`config.mk`:
```
export PLATFORM = sky130hd
export DESIGN_NAME = compute_write_addsub_lanes_flat
export DESIGN_NICKNAME = d
export VERILOG_FILES = /design/src/rtl/compute_write_addsub_lanes_if.sv /design/src/rtl/compute_write_addsub_lanes.sv /design/src/flat_wrapper.sv
export SDC_FILE = /design/constraint.sdc
export NUM_CORES = 1
export LEC_CHECK = 0
export BUFFER_PORTS_ARGS = -buffer_cell sky130_fd_sc_hd__buf_2
export CAP_MARGIN = 20
export CORE_ASPECT_RATIO = 1.75
export CORE_MARGIN = 2
export CORE_UTILIZATION = 50
export CTS_CLUSTER_SIZE = 30
export DETAILED_ROUTE_END_ITERATION = 8
export PLACE_DENSITY = 0.72
export SETUP_SLACK_MARGIN = 0.02
export SLEW_MARGIN = 20
export SYNTH_ARGS = -nofsm -noshare
export SYNTH_HDL_FRONTEND = slang
export SYNTH_SLANG_ARGS = --single-unit
```
`constraint.sdc`:
```
create_clock -name clk -period 5.04 [get_ports clk]
set_input_delay 0.756 -clock clk [delete_from_list [all_inputs] [get_ports clk]]
set_output_delay 0.756 -clock clk [all_outputs]
set_load 0.02 [all_outputs]
```
`src/rtl/compute_write_addsub_lanes_if.sv`:
```
// compute_write_addsub_lanes_if: control, coefficient RAM, operand and write-FIFO stream signals
interface compute_write_addsub_lanes_if #(
  parameter int LANES  = 2,
  parameter int COEF_W = 23,
  parameter int LANE_W = 32,
  parameter int ADDR_W = 8
);
  logic                      start;
  logic [1:0]                mode;
  logic                      busy;
  logic                      done;
  logic [LANES-1:0]          coef_en;
  logic [LANES*ADDR_W-1:0]   coef_addr;
  logic [LANES*COEF_W-1:0]   coef_dout;
  logic                      s_tvalid;
  logic [LANES*COEF_W-1:0]   s_tdata;
  logic                      s_tready;
  logic                      m_tvalid;
  logic [LANES*LANE_W-1:0]   m_tdata;
  logic                      m_tready;
  modport master (
    output start, mode, coef_dout, s_tvalid, s_tdata, m_tready,
    input  busy, done, coef_en, coef_addr, s_tready, m_tvalid, m_tdata
  );
  modport slave (
    input  start, mode, coef_dout, s_tvalid, s_tdata, m_tready,
    output busy, done, coef_en, coef_addr, s_tready, m_tvalid, m_tdata
  );
endinterface

```
`src/rtl/compute_write_addsub_lanes.sv`:
```
// compute_write_addsub_lanes: lane-wise modular add/sub of RAM coefficients with a stream operand into a credit-throttled FWFT FIFO
module compute_write_addsub_lanes #(
  parameter int LANES      = 2,
  parameter int COEF_W     = 23,
  parameter int LANE_W     = 32,
  parameter int N          = 256,
  parameter int ADDR_W     = 8,
  parameter int Q          = 8380417,
  parameter int RAM_LAT    = 2,
  parameter int FIFO_DEPTH = 8
) (
  input logic clk,
  input logic rst,
  compute_write_addsub_lanes_if.slave bus
);
  localparam int BEATS = N / LANES;
  localparam int BW    = BEATS > 1 ? $clog2(BEATS) : 1;
  localparam int PW    = FIFO_DEPTH > 1 ? $clog2(FIFO_DEPTH) : 1;
  localparam int CW    = $clog2(FIFO_DEPTH + 1);
  localparam int IW    = $clog2(RAM_LAT + 2);
  localparam int DW    = LANES * LANE_W;
  localparam logic [COEF_W:0] QX = (COEF_W+1)'(Q);
  typedef enum logic [1:0] {IDLE, RUN, DRAIN} state_t;
  state_t                  r_state;
  logic [1:0]              r_mode;
  logic [BW-1:0]           r_beat;
  logic                    r_done;
  logic [RAM_LAT-1:0]      r_vld;
  logic [LANES*COEF_W-1:0] r_din [RAM_LAT];
  logic                    r_res_v;
  logic [DW-1:0]           r_res;
  logic [DW-1:0]           r_mem [FIFO_DEPTH];
  logic [PW-1:0]           r_wp, r_rp;
  logic [CW-1:0]           r_cnt;
  logic [IW-1:0]           r_infl;
  logic                    w_hs, w_pop, w_last_beat;
  logic [DW-1:0]           w_res;
  logic [COEF_W-1:0]       w_c, w_x, w_a, w_b;
  logic [COEF_W:0]         w_s, w_d, w_r;
  // credits: everything accepted but not yet popped must fit in the FIFO
  assign bus.s_tready = (r_state == RUN) && (32'(r_cnt) + 32'(r_infl) < FIFO_DEPTH);
  assign w_hs         = bus.s_tvalid & bus.s_tready;
  assign w_pop        = bus.m_tvalid & bus.m_tready;
  assign w_last_beat  = r_beat == BW'(BEATS - 1);
  assign bus.busy     = r_state != IDLE;
  assign bus.done     = r_done;
  assign bus.coef_en  = {LANES{w_hs}};
  assign bus.m_tvalid = r_cnt != '0;
  assign bus.m_tdata  = bus.m_tvalid ? r_mem[r_rp] : '0;
  always_comb begin
    bus.coef_addr = '0;
    w_res = '0;
    w_c = '0;
    w_x = '0;
    w_a = '0;
    w_b = '0;
    w_s = '0;
    w_d = '0;
    w_r = '0;
    for (int i = 0; i < LANES; i++) begin
      bus.coef_addr[i*ADDR_W +: ADDR_W] = w_hs ? ADDR_W'(32'(r_beat) * LANES + i) : '0;
      w_c = bus.coef_dout[i*COEF_W +: COEF_W];
      w_x = r_din[RAM_LAT-1][i*COEF_W +: COEF_W];
      w_a = r_mode == 2'b10 ? w_x : w_c;
      w_b = r_mode == 2'b10 ? w_c : w_x;
      w_s = {1'b0, w_a} + {1'b0, w_b};
      w_d = {1'b0, w_a} - {1'b0, w_b};
      w_r = (r_mode == 2'b01 || r_mode == 2'b10) ? (w_d[COEF_W] ? w_d + QX : w_d)
                                                 : (w_s >= QX ? w_s - QX : w_s);
      w_res[i*LANE_W +: LANE_W] = LANE_W'(w_r[COEF_W-1:0]);
    end
  end
  always_ff @(posedge clk) begin
    if (rst) begin
      r_state <= IDLE;
      r_mode  <= '0;
      r_beat  <= '0;
      r_done  <= 1'b0;
      r_vld   <= '0;
      r_res_v <= 1'b0;
      r_wp    <= '0;
      r_rp    <= '0;
      r_cnt   <= '0;
      r_infl  <= '0;
    end else begin
      r_done  <= 1'b0;
      r_vld   <= RAM_LAT'({r_vld, w_hs});
      r_res_v <= r_vld[RAM_LAT-1];
      r_infl  <= r_infl + IW'(w_hs) - IW'(r_res_v);
      r_cnt   <= r_cnt + CW'(r_res_v) - CW'(w_pop);
      if (r_res_v) r_wp <= r_wp == PW'(FIFO_DEPTH - 1) ? '0 : r_wp + 1'b1;
      if (w_pop) r_rp <= r_rp == PW'(FIFO_DEPTH - 1) ? '0 : r_rp + 1'b1;
      if (w_hs && !w_last_beat) r_beat <= r_beat + 1'b1;
      case (r_state)
        IDLE: if (bus.start) begin
          r_state <= RUN;
          r_mode  <= bus.mode;
          r_beat  <= '0;
        end
        RUN: if (w_hs && w_last_beat) r_state <= DRAIN;
        DRAIN: if (w_pop && r_cnt == CW'(1) && r_infl == '0) begin
          r_state <= IDLE;
          r_done  <= 1'b1;
        end
        default: r_state <= IDLE;
      endcase
    end
  end
  always_ff @(posedge clk) begin
    r_din[0] <= bus.s_tdata;
    for (int j = 1; j < RAM_LAT; j++) r_din[j] <= r_din[j-1];
    r_res <= w_res;
    if (r_res_v) r_mem[r_wp] <= r_res;
  end
endmodule

```
`src/flat_wrapper.sv`:
```
// flat-port wrapper written by rule: the top's interface ports become plain ports
module compute_write_addsub_lanes_flat 
#(
  parameter int LANES      = 2,
  parameter int COEF_W     = 23,
  parameter int LANE_W     = 32,
  parameter int N          = 256,
  parameter int ADDR_W     = 8,
  parameter int Q          = 8380417,
  parameter int RAM_LAT    = 2,
  parameter int FIFO_DEPTH = 8
)
  (clk, rst, bus_start, bus_mode, bus_coef_dout, bus_s_tvalid, bus_s_tdata, bus_m_tready, bus_busy, bus_done, bus_coef_en, bus_coef_addr, bus_s_tready, bus_m_tvalid, bus_m_tdata);
  compute_write_addsub_lanes_if #(.LANES(LANES), .COEF_W(COEF_W), .LANE_W(LANE_W), .ADDR_W(ADDR_W)) bus_i ();
  input logic clk;
  input logic rst;
  input wire logic [$bits(bus_i.start)-1:0] bus_start;
  input wire logic [$bits(bus_i.mode)-1:0] bus_mode;
  input wire logic [$bits(bus_i.coef_dout)-1:0] bus_coef_dout;
  input wire logic [$bits(bus_i.s_tvalid)-1:0] bus_s_tvalid;
  input wire logic [$bits(bus_i.s_tdata)-1:0] bus_s_tdata;
  input wire logic [$bits(bus_i.m_tready)-1:0] bus_m_tready;
  output wire logic [$bits(bus_i.busy)-1:0] bus_busy;
  output wire logic [$bits(bus_i.done)-1:0] bus_done;
  output wire logic [$bits(bus_i.coef_en)-1:0] bus_coef_en;
  output wire logic [$bits(bus_i.coef_addr)-1:0] bus_coef_addr;
  output wire logic [$bits(bus_i.s_tready)-1:0] bus_s_tready;
  output wire logic [$bits(bus_i.m_tvalid)-1:0] bus_m_tvalid;
  output wire logic [$bits(bus_i.m_tdata)-1:0] bus_m_tdata;
  assign bus_i.start = bus_start;
  assign bus_i.mode = bus_mode;
  assign bus_i.coef_dout = bus_coef_dout;
  assign bus_i.s_tvalid = bus_s_tvalid;
  assign bus_i.s_tdata = bus_s_tdata;
  assign bus_i.m_tready = bus_m_tready;
  assign bus_busy = bus_i.busy;
  assign bus_done = bus_i.done;
  assign bus_coef_en = bus_i.coef_en;
  assign bus_coef_addr = bus_i.coef_addr;
  assign bus_s_tready = bus_i.s_tready;
  assign bus_m_tvalid = bus_i.m_tvalid;
  assign bus_m_tdata = bus_i.m_tdata;
  compute_write_addsub_lanes #(.LANES(LANES), .COEF_W(COEF_W), .LANE_W(LANE_W), .N(N), .ADDR_W(ADDR_W), .Q(Q), .RAM_LAT(RAM_LAT), .FIFO_DEPTH(FIFO_DEPTH)) u_core (.clk(clk), .rst(rst), .bus(bus_i));
endmodule
```
# [Word level (Yosys, flattened, before mapping)]
# Memories as Yosys holds them, arrays and structs flattened. A register that Yosys moved wholly into a read port is not among the register bits.
# Cells that the tools add are included.
[totals] reg_bits=73 n_memories=2 input_bits=99 mem_bits_rw=460 word_cells=88 out_inout_bits=86
[memory_table] memory="u_core.r_mem" depth=8 width=46 read_ports=1 rd_clocked_by_memory_dff=1 wr=1 line_no="compute_write_addsub_lanes.sv:32" source="logic [DW-1:0] r_mem [FIFO_DEPTH];"
[memory_table] memory="u_core.r_din" depth=2 width=46 read_ports=2 rd_clocked_by_memory_dff=0 wr=2 line_no="compute_write_addsub_lanes.sv:29" source="logic [LANES*COEF_W-1:0] r_din [RAM_LAT];"
[op_classes] reduce_logical=14 muxes=27 add_sub_neg=17 n_lt_le_gt_ge=3 n_bitwise=3 n_eq_ne=11
[ops] operator="2-to-1 mux 23 bit" count=10
[ops] operator="2-to-1 mux 64 bit" count=1
[ops] operator="adder 23 x 23 -> 24 bit" count=2
[ops] operator="greater-or-equal comparator 24 x 23 -> 1 bit, second input constant" count=2
[ops] operator="subtractor 23 x 23 -> 24 bit" count=2
[ops] operator="adder 23 bit, second input constant" count=2
[ops] operator="subtractor 23 bit, second input constant" count=2
[ops] operator="< comparator 32 x 4 -> 1 bit, second input constant" count=1
[ops] operator="2-to-1 mux 7 bit" count=3
[ops] operator="2-to-1 mux 8 bit" count=2
[ops] operator="2-to-1 mux 3 bit" count=4
[ops] operator="adder 8 x 1 -> 8 bit, second input constant" count=1
[ops] operator="adder 7 x 1 -> 7 bit, second input constant" count=1
[ops] operator="== test 7 bit, second input constant" count=1
[ops] operator="adder 3 x 1 -> 3 bit, second input constant" count=2
[ops] operator="== test 3 bit, second input constant" count=2
[ops] operator="2-to-1 mux 2 bit" count=3
[ops] operator="one-hot mux 2 bit (3 select lines)" count=1
[ops] operator="adder 4 x 2 -> 5 bit" count=1
[ops] operator="logical AND 1 bit" count=5
[ops] operator="adder 4 x 1 -> 4 bit" count=1
[ops] operator="== test 2 x 1 -> 1 bit, second input constant" count=2
[ops] operator="== test 2 bit, second input constant" count=2
[ops] operator="== test 4 x 1 -> 1 bit, second input constant" count=1
[ops] operator="16 further kinds" count=21

# [Depth between registers and ports, before layout]
[logic_depth] depth_word=8 ltp_mapped=19 depth_no_buf=15

# [Least setup slack after synthesis]
# No wires, ideal clock.
[synth_path] path_type="input to register" start="input bus_coef_dout[0]" end="register u_core.r_res[18]" arrival_time_ns=4.323 stages=14 setup_slack_ns=0.575 setup_time_ns=0.142 cell_sequence="ha_1 > fa_1 > a211oi_1 > o21ai_2 > a21oi_2 > o21ai_4 > xnor2_1 > or4b_4 > or4b_4 > o21a_1 > buf_6 > buf_2 > o41ai_1 > o221ai_1"
[synth_via] elab_chain_cells=5 elab_cells_between_ends=10
[synth_lines] element="from (decl)" line_no="flat_wrapper.sv:19" source="input wire logic [$bits(bus_i.coef_dout)-1:0] bus_coef_dout;"
[synth_lines] element="2-to-1 mux 23 bit (on tied branches)" line_no="compute_write_addsub_lanes.sv:64, compute_write_addsub_lanes.sv:65"
[synth_lines] element="adder 23 x 23 -> 24 bit / subtractor 23 x 23 -> 24 bit (equally long branches)" line_no="compute_write_addsub_lanes.sv:66, compute_write_addsub_lanes.sv:67"
[synth_lines] element="subtractor 23 bit, or another cell as far along" line_no="compute_write_addsub_lanes.sv:69" source=": (w_s >= QX ? w_s - QX : w_s);"
[synth_lines] element="2-to-1 mux 23 bit (on tied branches)" line_no="compute_write_addsub_lanes.sv:69, compute_write_addsub_lanes.sv:68"
[synth_lines] element="2-to-1 mux 23 bit *" line_no="compute_write_addsub_lanes.sv:68" source="w_r = (r_mode == 2'b01 || r_mode == 2'b10) ? (w_d[COEF_W] ? w_d + QX : w_d)"
[synth_lines] element="via u_core.w_res[18]" line_no="compute_write_addsub_lanes.sv:37" source="logic [DW-1:0] w_res;"
[synth_lines] element="to (signal assigned)" line_no="compute_write_addsub_lanes.sv:112" source="r_res <= w_res;"
[synth_lines] element="to (decl)" line_no="compute_write_addsub_lanes.sv:31" source="logic [DW-1:0] r_res;"
# Mark *: on every way through the listed nets, which the timed path passes. The rest lies on a longest branch.
# A chain may end at the register's enable or synchronous reset.

# [Worst setup path in the final report]
[layout_path] start="register u_core.r_mode[0]" end="register u_core.r_res[22]"
[layout_via] elab_chain_cells=6 elab_cells_between_ends=13
[layout_lines] element="from (decl)" line_no="compute_write_addsub_lanes.sv:25" source="logic [1:0] r_mode;"
[layout_lines] element="from (signal assigned)" line_no="compute_write_addsub_lanes.sv:97" source="r_mode <= bus.mode;"
[layout_lines] element="== test 2 bit" line_no="compute_write_addsub_lanes.sv:64, compute_write_addsub_lanes.sv:65, compute_write_addsub_lanes.sv:68"
[layout_lines] element="2-to-1 mux 23 bit (on tied branches)" line_no="compute_write_addsub_lanes.sv:64, compute_write_addsub_lanes.sv:65"
[layout_lines] element="adder 23 x 23 -> 24 bit / subtractor 23 x 23 -> 24 bit (equally long branches)" line_no="compute_write_addsub_lanes.sv:66, compute_write_addsub_lanes.sv:67"
[layout_lines] element="subtractor 23 bit, or another cell as far along" line_no="compute_write_addsub_lanes.sv:69"
[layout_lines] element="2-to-1 mux 23 bit (on tied branches)" line_no="compute_write_addsub_lanes.sv:69, compute_write_addsub_lanes.sv:68"
[layout_lines] element="2-to-1 mux 23 bit *" line_no="compute_write_addsub_lanes.sv:68"
[layout_lines] element="via u_core.w_res[22]" line_no="compute_write_addsub_lanes.sv:37"
# Marked as above.

==> impl_metrics.toml <==
[floorplan]
die_area_um2 = 56400
io_pins = 185
die_y_um = 313
rows = 113
core_um2 = 54000
floorplan.initialDensity = 0.504
die_w_um = 180

[timing]
fmax_mhz = 216
whs_ps = 256
final.setup.tns_ps = 0
relSlewSlack = 0.393
report.final.slew_viol_count = 0
fin_skew_ps = 32.4
min_period_over_period = 0.917
worst_slew_pin_slew_ps = 908
min_period_ps = 4620
rsz0062_at_grt = "no"
hold_violations = 0
setup_viol = 0

[logic_synthesis]
synth_ff_type = "edfxtp_1"
async_flop_share = 0
yosys_warnings = 0
ys_types = 106
netlist_area_um2 = 27200
synth-edff-count = 368
ys_ff_latch = 536
avgSynthCellArea_um2 = 12.1
syn_inst = 2254
ys_seq_area_frac = 0.529

[cts]
cts_sinks = 536
cts_max_path_buffers = 3
numCtsBuffers = 47
clock_latency_ps = 600
cts_hold_buf = 0
clk_pin_slew_ps = 60
cts_root_buf = "clkbuf_16"
cts_tree = "built"
htree_levels = 2

[cells_and_area]
nets = 2599
synthToLayoutAreaGrowth_pct = 12.1
fillCellCount = 4522
drive_gt1_frac = 0.195
diodes = 0
multi_input_area_um2 = 12000
regArea_um2 = 14400

[pwr]
leakagePower_nw = 10.9
ir_worst_vdd_uv = 273
power.density_nw_per_um2 = 404

[routing]
drc = 0
drt.antenna.violating_nets = 0
wl_per_cell_um = 20.9
drtPass1Iterations = 5
viasPerCell = 6.08
drt_iter0_drc = 1397
num_vias = 19200
wl_mm = 66.0

[setup_path]
worstPathArrival_ps = 5140
critical_path_class = "reg -> reg"
end_kind = "flop"
rr_endpoint = "u_core.r_res[22]"
cp.required_ps = 5560
worstSetupStartpointType = "flop"
max_stage_delay_ps = 550
crit_chain = "inv_1 -> ha_4 -> nor3b_1 -> a21oi_1 -> ha_1 -> o31ai_1 -> a311o_1 -> and4b_1 -> xnor2_1 -> a2111o_1 -> o41a_1 -> nand4b_1 -> nor3_1 -> buf_4 -> o31ai_1 -> buf_4"
worstRegToRegCells = 16
r2r_slack_ps = 420
crit_fanout = 19
crit_path_top_delay_cell = "o41a_1"
timing.rr.start = "u_core.r_mode[0]"

[hold_path]
min_to = "u_core.r_din[0][14]"
hold_path.class = "in -> reg"
hold_start = "bus_s_tdata[14]"
hold_path_depth = 1

[flow_run]
cap_violations = 0

[place]
gp_congestion = 0.923
io_buffers = 165
hpwl_mm = 46.7

[grt]
first_global_vias = 19300
antenna_found_initial = 0
grt_first_pass_wirelength_mm = 104
grt_overflow = 0
grt_max_degree = 75
grtUsageTotal = 0.230

[run_status]
outcome = "finished, final reports clean"
[per-stage QoR]
stage                      util  instance area (um^2)  setup WS [ps]  std cells  power [W]
after detailed placement  0.538                 29000            184       3066    0.00902
after global routing      0.566                 30500            135       3156     0.0129
after CTS                 0.564                 30500            477       3153     0.0124
after global placement    0.538                 29000            257       3066    0.00892
final                     0.566                 30500            419       3156     0.0123
after floorplan               -                 27300            575       2272    0.00787
[routing by layer]
layer | track usage | up-vias | wire length (um)
met5 | 0 | - | 0
met4 | 0.0915 | 0 | 2450
li1 | - | 9007 | -
met2 | 0.419 | 628 | 34200
met1 | 0.279 | 9403 | 26400
met3 | 0.0251 | 138 | 2940
[worst max path at each step]
stage | start | endpoint | slack, ps
2_1_floorplan | bus_coef_dout[0] | u_core.r_res[18] | 580
3_3_place_gp | bus_coef_dout[23] | u_core.r_res[40] | 260
3_5_place_dp | bus_coef_dout[0] | u_core.r_res[14] | 180
4_1_cts | u_core.r_mode[0] | u_core.r_res[22] | 480
5_1_grt | u_core.r_mode[0] | u_core.r_res[22] | 130
6_report | u_core.r_mode[0] | u_core.r_res[22] | 420
[worst max-delay path: cells and delay by family (launching register included)]
kind            cells  cell delay (ps)
compound gates      6             2330
simple gates        4              860
fa+ha+maj           2              490
buf+inv             3              420
flops               1              300
xor+xnor            1              140
[state kept, by name, indices dropped and copies added (netlist names), named ones only]
| signal | cells |
|---|---|
| u_core.r_state | 2 |
| u_core.r_res | 46 |
| u_core.r_rp | 3 |
| u_core.r_res_v | 1 |
| u_core.r_infl | 2 |
| u_core.r_vld | 2 |
| u_core.r_beat | 7 |
| u_core.r_din | 92 |
| u_core.r_mem | 368 |
| u_core.r_mode | 2 |
| u_core.bus.done | 1 |
| u_core.r_cnt | 4 |
| u_core.r_wp | 3 |
[cells in the final DEF (no fill, tap or decap), types with 41 or more instances in the layout]
master | Yosys | final
dfxtp_1 | 168 | 165
mux2i_1 | 64 | 64
nand2_1 | 98 | 98
buf_4 | 32 | 81
o21ai_0 | 54 | 54
clkbuf_16 | 0 | 47
buf_2 | 27 | 165
mux4_2 | 92 | 92
nor3_1 | 53 | 51
ha_1 | 69 | 68
xnor2_1 | 80 | 80
inv_1 | 76 | 76
a21oi_1 | 90 | 90
nor2_1 | 196 | 190
nand3_1 | 41 | 41
edfxtp_1 | 368 | 368
[final cells by class]
type,instances,share of cell area
Sequential cell,536,0.472
Multi-Input combinational cell,1515,0.392
Timing Repair Buffer,251,0.0507
Clock buffer,69,0.0423
Tap cell,690,0.0283
Inverter,77,0.00946
Clock inverter,18,0.00512
[repair_timing]
item	CTS	global route
buffers inserted	0	1
gates resized for setup	0	0
setup endpoints to repair	0	1
[cell usage after synthesis, types with 41 or more instances]
| cell | count | area [um^2] |
|---|---|---|
| edfxtp_1 | 368 | 11100 |
| inv_1 | 76 | 285 |
| nor3_1 | 53 | 265 |
| clkbuf_1 | 58 | 218 |
| o21ai_0 | 54 | 270 |
| mux4_2 | 92 | 2070 |
| xnor2_1 | 80 | 701 |
| nor2_1 | 196 | 736 |
| nand2_1 | 98 | 368 |
| ha_1 | 69 | 863 |
| mux2i_1 | 64 | 641 |
| dfxtp_1 | 168 | 3360 |
| nand3_1 | 41 | 205 |
| a21oi_1 | 90 | 450 |
[report_power, final]
group,internal (W),switching (W)
clock,0.00185,0.00157
combinational,0.00140,0.00201
sequential,0.00513,0.000377
total,0.00838,0.00396
[cell families (layout without fill, tap and decap cells)]
kind of cell / after synthesis / in the layout / share of synthesized area
simple gates: 660 / 660 / 0.128
mux: 159 / 159 / 0.101
flops: 536 / 536 / 0.529
other cells: 1 / 19 / 0.000138
xor+xnor: 115 / 115 / 0.0372
fa+ha+maj: 72 / 72 / 0.0339
compound gates: 490 / 490 / 0.134
buf+inv: 221 / 415 / 0.0367
(Power assumes the default switching activity.)
